`src/rtl/div_sequencer_pkg.sv`:
```
// Shared definitions for the multi-cycle divide controller.
package div_sequencer_pkg;

    localparam int DIV_W       = 32;
    localparam int DIV_CNT_W   = $clog2(DIV_W);
    localparam int DIV_LATENCY = 33;

    typedef enum logic [1:0] {
        IDLE = 2'd0,
        RUN  = 2'd1,
        FIX  = 2'd2,
        DONE = 2'd3
    } div_state_e;

    // 32-bit zero-detect gate shared with the rest of the execute stage.
    function automatic logic is_zero32(input logic [DIV_W-1:0] v);
        return ~|v;
    endfunction

endpackage

```
`src/rtl/div_step.sv`:
```
// One restoring-division iteration: shift {rem,quot} left, trial-subtract
// the divisor and keep the difference when it does not go negative.
module div_step #(
    parameter int WIDTH = 32
) (
    input  logic [WIDTH-1:0] rem,
    input  logic [WIDTH-1:0] quot,
    input  logic [WIDTH-1:0] divisor,
    output logic [WIDTH-1:0] rem_next,
    output logic [WIDTH-1:0] quot_next
);

    logic [WIDTH:0] shifted;
    logic [WIDTH:0] trial;

    // rem < divisor <= 2^(WIDTH-1) keeps shifted below 2^WIDTH, so the top
    // bit of the WIDTH+1 bit trial is a reliable borrow indicator.
    always_comb begin
        shifted = {rem, quot[WIDTH-1]};
        trial   = shifted - {1'b0, divisor};
        if (!trial[WIDTH]) begin
            rem_next  = trial[WIDTH-1:0];
            quot_next = {quot[WIDTH-2:0], 1'b1};
        end else begin
            rem_next  = shifted[WIDTH-1:0];
            quot_next = {quot[WIDTH-2:0], 1'b0};
        end
    end

endmodule

```
`src/rtl/div_sequencer.sv`:
```
// Signed divide controller: sign/magnitude conversion, bit counter and FSM
// around a single div_step. One operation in flight; a new ctrl_div in any
// state (re)starts the unit. Handshake: ctrl_div is a one-cycle request that
// is always accepted; result_rdy is a one-cycle strobe marking result and
// exception valid, and both hold their value until the next completion.
module div_sequencer
    import div_sequencer_pkg::*;
#(
    parameter int WIDTH = DIV_W
) (
    input  logic             clock,
    input  logic             reset_n,
    input  logic             ctrl_div,
    input  logic [WIDTH-1:0] operand_a,
    input  logic [WIDTH-1:0] operand_b,
    output logic [WIDTH-1:0] result,
    output logic             exception,
    output logic             result_rdy,
    output logic             busy,
    output div_state_e       dbg_state
);

    localparam int CNT_W = $clog2(WIDTH);

    div_state_e       state_q, state_d;
    logic [CNT_W-1:0] cnt_q, cnt_d;
    logic [WIDTH-1:0] rem_q, rem_d;
    logic [WIDTH-1:0] quot_q, quot_d;
    logic [WIDTH-1:0] dvsr_q, dvsr_d;
    logic             neg_q, neg_d;
    logic [WIDTH-1:0] result_q, result_d;
    logic             exc_q, exc_d;
    logic             rdy_q, rdy_d;
    logic             busy_q, busy_d;

    logic [WIDTH-1:0] step_rem;
    logic [WIDTH-1:0] step_quot;
    logic [WIDTH-1:0] abs_a;
    logic [WIDTH-1:0] abs_b;
    logic             b_zero;

    // Magnitude at WIDTH+1 bits so the most negative value maps to 2^(WIDTH-1).
    function automatic logic [WIDTH-1:0] abs_val(input logic [WIDTH-1:0] v);
        logic [WIDTH:0] ext;
        logic [WIDTH:0] neg;
        ext = {v[WIDTH-1], v};
        neg = '0 - ext;
        return v[WIDTH-1] ? neg[WIDTH-1:0] : v;
    endfunction

    div_step #(.WIDTH(WIDTH)) u_step (
        .rem       (rem_q),
        .quot      (quot_q),
        .divisor   (dvsr_q),
        .rem_next  (step_rem),
        .quot_next (step_quot)
    );

    // Operand conditioning for a start.
    always_comb begin
        abs_a  = abs_val(operand_a);
        abs_b  = abs_val(operand_b);
        b_zero = is_zero32(operand_b);
    end

    // Next-state, datapath and registered-output logic.
    always_comb begin
        state_d  = state_q;
        cnt_d    = cnt_q;
        rem_d    = rem_q;
        quot_d   = quot_q;
        dvsr_d   = dvsr_q;
        neg_d    = neg_q;
        result_d = result_q;
        exc_d    = exc_q;

        case (state_q)
            RUN: begin
                rem_d  = step_rem;
                quot_d = step_quot;
                cnt_d  = cnt_q + 1'b1;
                if (cnt_q == CNT_W'(WIDTH - 1)) begin
                    state_d = FIX;
                end
            end
            FIX: begin
                result_d = neg_q ? ('0 - quot_q) : quot_q;
                exc_d    = 1'b0;
                state_d  = DONE;
            end
            DONE: begin
                state_d = IDLE;
            end
            default: begin
                state_d = IDLE;
            end
        endcase

        // A start wins in every state; an operation in RUN/FIX is abandoned.
        if (ctrl_div) begin
            if (b_zero) begin
                state_d  = DONE;
                result_d = '0;
                exc_d    = 1'b1;
            end else begin
                state_d  = RUN;
                cnt_d    = '0;
                rem_d    = '0;
                quot_d   = abs_a;
                dvsr_d   = abs_b;
                neg_d    = operand_a[WIDTH-1] ^ operand_b[WIDTH-1];
                result_d = result_q;
                exc_d    = exc_q;
            end
        end

        rdy_d  = (state_d == DONE);
        busy_d = (state_d == RUN) || (state_d == FIX);
    end

    // State and output registers, asynchronously cleared.
    always_ff @(posedge clock or negedge reset_n) begin
        if (!reset_n) begin
            state_q  <= IDLE;
            cnt_q    <= '0;
            rem_q    <= '0;
            quot_q   <= '0;
            dvsr_q   <= '0;
            neg_q    <= 1'b0;
            result_q <= '0;
            exc_q    <= 1'b0;
            rdy_q    <= 1'b0;
            busy_q   <= 1'b0;
        end else begin
            state_q  <= state_d;
            cnt_q    <= cnt_d;
            rem_q    <= rem_d;
            quot_q   <= quot_d;
            dvsr_q   <= dvsr_d;
            neg_q    <= neg_d;
            result_q <= result_d;
            exc_q    <= exc_d;
            rdy_q    <= rdy_d;
            busy_q   <= busy_d;
        end
    end

    assign result     = result_q;
    assign exception  = exc_q;
    assign result_rdy = rdy_q;
    assign busy       = busy_q;
    assign dbg_state  = state_q;

endmodule

```
`config.mk`:
```
export PLATFORM = sky130hd
export DESIGN_NAME = div_sequencer
export DESIGN_NICKNAME = d
export VERILOG_FILES = /design/src/rtl/div_sequencer_pkg.sv /design/src/rtl/div_step.sv /design/src/rtl/div_sequencer.sv
export SDC_FILE = /design/constraint.sdc
export NUM_CORES = 1
export LEC_CHECK = 0
export CAP_MARGIN = 15
export CORE_UTILIZATION = 40
export DETAILED_ROUTE_END_ITERATION = 6
export PLACE_DENSITY = 0.66
export SETUP_SLACK_MARGIN = 0.05
export SYNTH_ARGS = -nofsm -noshare
export SYNTH_HDL_FRONTEND = slang
export SYNTH_HIERARCHICAL = 1
export SYNTH_SLANG_ARGS = --single-unit
export TNS_END_PERCENT = 5
```
`constraint.sdc`:
```
create_clock -name clock -period 4.1 [get_ports clock]
set_clock_uncertainty 0.2 [all_clocks]
set_input_delay 0.41 -clock clock [delete_from_list [all_inputs] [get_ports clock]]
set_output_delay 0.41 -clock clock [all_outputs]
set_load 0.01 [all_outputs]
```
==> flow_metrics.tcl <==
set metrics [dict create \
    yosysWarnings 6 \
    finalHoldViolations 0 \
    via_count 8107 \
    drc 0 \
    grt_antenna_before_repair 0 \
    rsz0062_at_grt "no" \
    crit_type "reg -> reg" \
    die_area_um2 26560 \
    worst_pin_slew_ps 1128 \
    die_x_um 163.0 \
    grt_use_total 0.1958 \
    max_slew_margin 0.2457 \
    io_pins 104 \
    syn_nets 1156 \
    cp_max_fo 12 \
    period_minus_slack_ps 3813 \
    multiInputGateArea_um2 6117 \
    avgSynthCellArea_um2 9.890 \
    ys_seq_elements 139 \
    yosysUniqueCellTypes 75 \
    gp_congestion 0.8675 \
    vias_per_cell 5.583 \
    async_flop_share 1.000 \
    nets 1218 \
    clkLatencyLatePin_ps 430 \
    drt-pass1-iter-count 5 \
    stdcell_area_um2 12010 \
    cts_tree "built" \
    clkTransAtPathRegs_ps 70 \
    clock_sinks 139 \
    finalSetupTns_ps 0 \
    fill_cells 2398 \
    holdCritPathClass "reg -> reg" \
    r2r-start "quot_q[31]" \
    yosysSeqAreaShare 0.3356 \
    dp_cells 1418 \
    core_um2 25330 \
    grt-ovfl-total 0 \
    p_leak_nw 5.319 \
    dpl_cell_area_um2 11400 \
    drive_above_1_share 0.1132 \
    fin_util 0.4742 \
    row_count 58 \
    area_delta_synth_final_pct 15.86 \
    fmax_ghz 0.2623 \
    numCtsBuffers 17 \
    hpwlAfterDp_um 18230 \
    hold_start "result[28]" \
    critPathCaptureType "flip-flop" \
    final_cells 1452 \
    register_area_um2 3478 \
    wl_per_cell_um 17.60 \
    grt_pass1_wl_um 41350 \
    maxCapViolations 0 \
    ys.flop_type "dfrtp_1" \
    ir_worst_vdd_uv 499.2 \
    outcome "complete, no violations" \
    setup_violations 0 \
    io_buffers 103 \
    root_buffer "clkbuf_16" \
    die_h_um 163.0 \
    n_antenna_cell 0 \
    finalCritPeriodShare 0.9300 \
    grt_max_degree 99 \
    synth_edf_count 0 \
    report.final.slew_viol_count 0 \
    start_util 0.4092 \
    postSynthCellCount 1048 \
    pwr_density_cell_nw_per_um2 535.3 \
    drtIter0Drc 483 \
    postRouteAntennaNets 0 \
    htree_levels 4 \
    cp.required_ps 4190 \
    grt_pass1_vias 8012 \
    clockBufferDepth 2 \
    start_kind "flip-flop" \
    syn_area_um2 10360 \
    crit_path_start "quot_q[31]" \
    hold_ws_ps 294.0 \
    critPathArrivalTime_ps 3900 \
    wl_um 25550 \
]
-- cell type report --
class                           count  area share
Timing Repair inverter              1   0.0007293
Tap cell                          330     0.03438
Multi-Input combinational cell    777      0.5094
Sequential cell                   139      0.2896
Timing Repair Buffer              123      0.1008
Clock buffer                       17     0.03542
Inverter                           51     0.01698
Clock inverter                     14     0.01271
-- layer usage --
metal  share of wire  wire length (µm)  up-vias  track usage
li1                -                 -     3930            -
met1            0.47             11910     3943       0.2635
met2            0.47             12100      214       0.3269
met3           0.051              1308       20      0.04049
met4          0.0092               235        0      0.03186
met5               0                 0        -            0
-- path summary, 6_finish.rpt --
| path | end | slack [ps] | cells after the start |
|---|---|---|---|
| min in group asynchronous | dvsr_q[14] | 470 | 2 |
| min | result[28] | 290 | 1 |
| max | rem_q[27] | 290 | 15 |
| max reg2reg | rem_q[27] | 290 | 15 |
| max in group asynchronous | quot_q[1] | 2330 | 3 |
| min reg2reg | result[28] | 290 | 1 |
-- worst max-delay path: stages, from the launching register on --
cell and delay [ps]:
dfrtp_1 410, inv_1 60, ha_1 230, fa_1 400, and2b_1 240, o2111ai_2 130
a21oi_2 210, o2111ai_1 190, a211oi_2 300, nor2_4 100, mux2i_4 200, and2_4 300
clkinv_8 160, mux2_4 320, mux2i_1 140, nor2_1 60
-- cell families after synthesis --
group	Yosys count	synth area share
AOI/OAI and AO/OA	245	0.1678
xor gates and xnor gates	117	0.09887
adders and majority gates	41	0.05022
buffers and inverters	132	0.07569
DFF	139	0.3356
muxes	144	0.1557
and+or+nand+nor	230	0.1161
-- report_power, final --
group	internal [mW]	switching (mW)	leakage, nW	total [mW]
Clock	0.857	0.678	0.274	1.53
Sequential	1.71	0.331	1.73	2.04
Combinational	1.46	1.39	3.31	2.85
Total	4.03	2.40	5.32	6.43
-- registers in the layout, summed over array words and instances, names as in the netlist --
name        cells
dbg_state       2
cnt_q           5
dvsr_q         32
result         32
busy            1
quot_q         32
result_rdy      1
rem_q          32
neg_q           1
exception       1
-- cells in the final DEF, fill, tap and decap left out, types with 23 or more instances in the layout --
| cell | instances |
|---|---|
| xor2_1 | 80 |
| nor2_1 | 64 |
| a21oi_1 | 47 |
| clkdlybuf4s50_1 | 102 |
| inv_1 | 50 |
| dfrtp_1 | 139 |
| o31ai_1 | 33 |
| ha_1 | 39 |
| o21ai_0 | 38 |
| o2bb2ai_1 | 33 |
| mux2_4 | 29 |
| xnor2_1 | 37 |
| mux2i_1 | 102 |
| nand3_1 | 23 |
| nand2_1 | 43 |
| o41ai_1 | 25 |
-- cell usage after synthesis (all sizes together), types with 37 or more instances --
library cell  number  share of area
inv               51          0.019
a21oi             59          0.033
nand2             44          0.016
mux2i            103           0.10
buf               59          0.047
nor2              65          0.024
dfrtp            139           0.34
o21ai             38          0.018
xor2              80          0.068
mux2              41          0.055
xnor2             37          0.031
ha                40          0.048
-- per-stage QoR --
step / power [mW] / setup WS [ps]
floorplan: 4.251 / 470.3
detailed placement: 4.859 / 168.7
finish: 6.428 / 287.0
CTS: 6.430 / 153.1
global route: 6.839 / 76.67
global placement: 4.820 / 325.2
-- repair_timing --
item                                    4_1_cts  5_1_grt
hold endpoints to repair                     96        0
endpoints found under the setup margin        0       23
hold buffers                                  1        0
resized for setup                             0        1
setup buffers                                 0        1
Power figures use the tool's default switching activity.
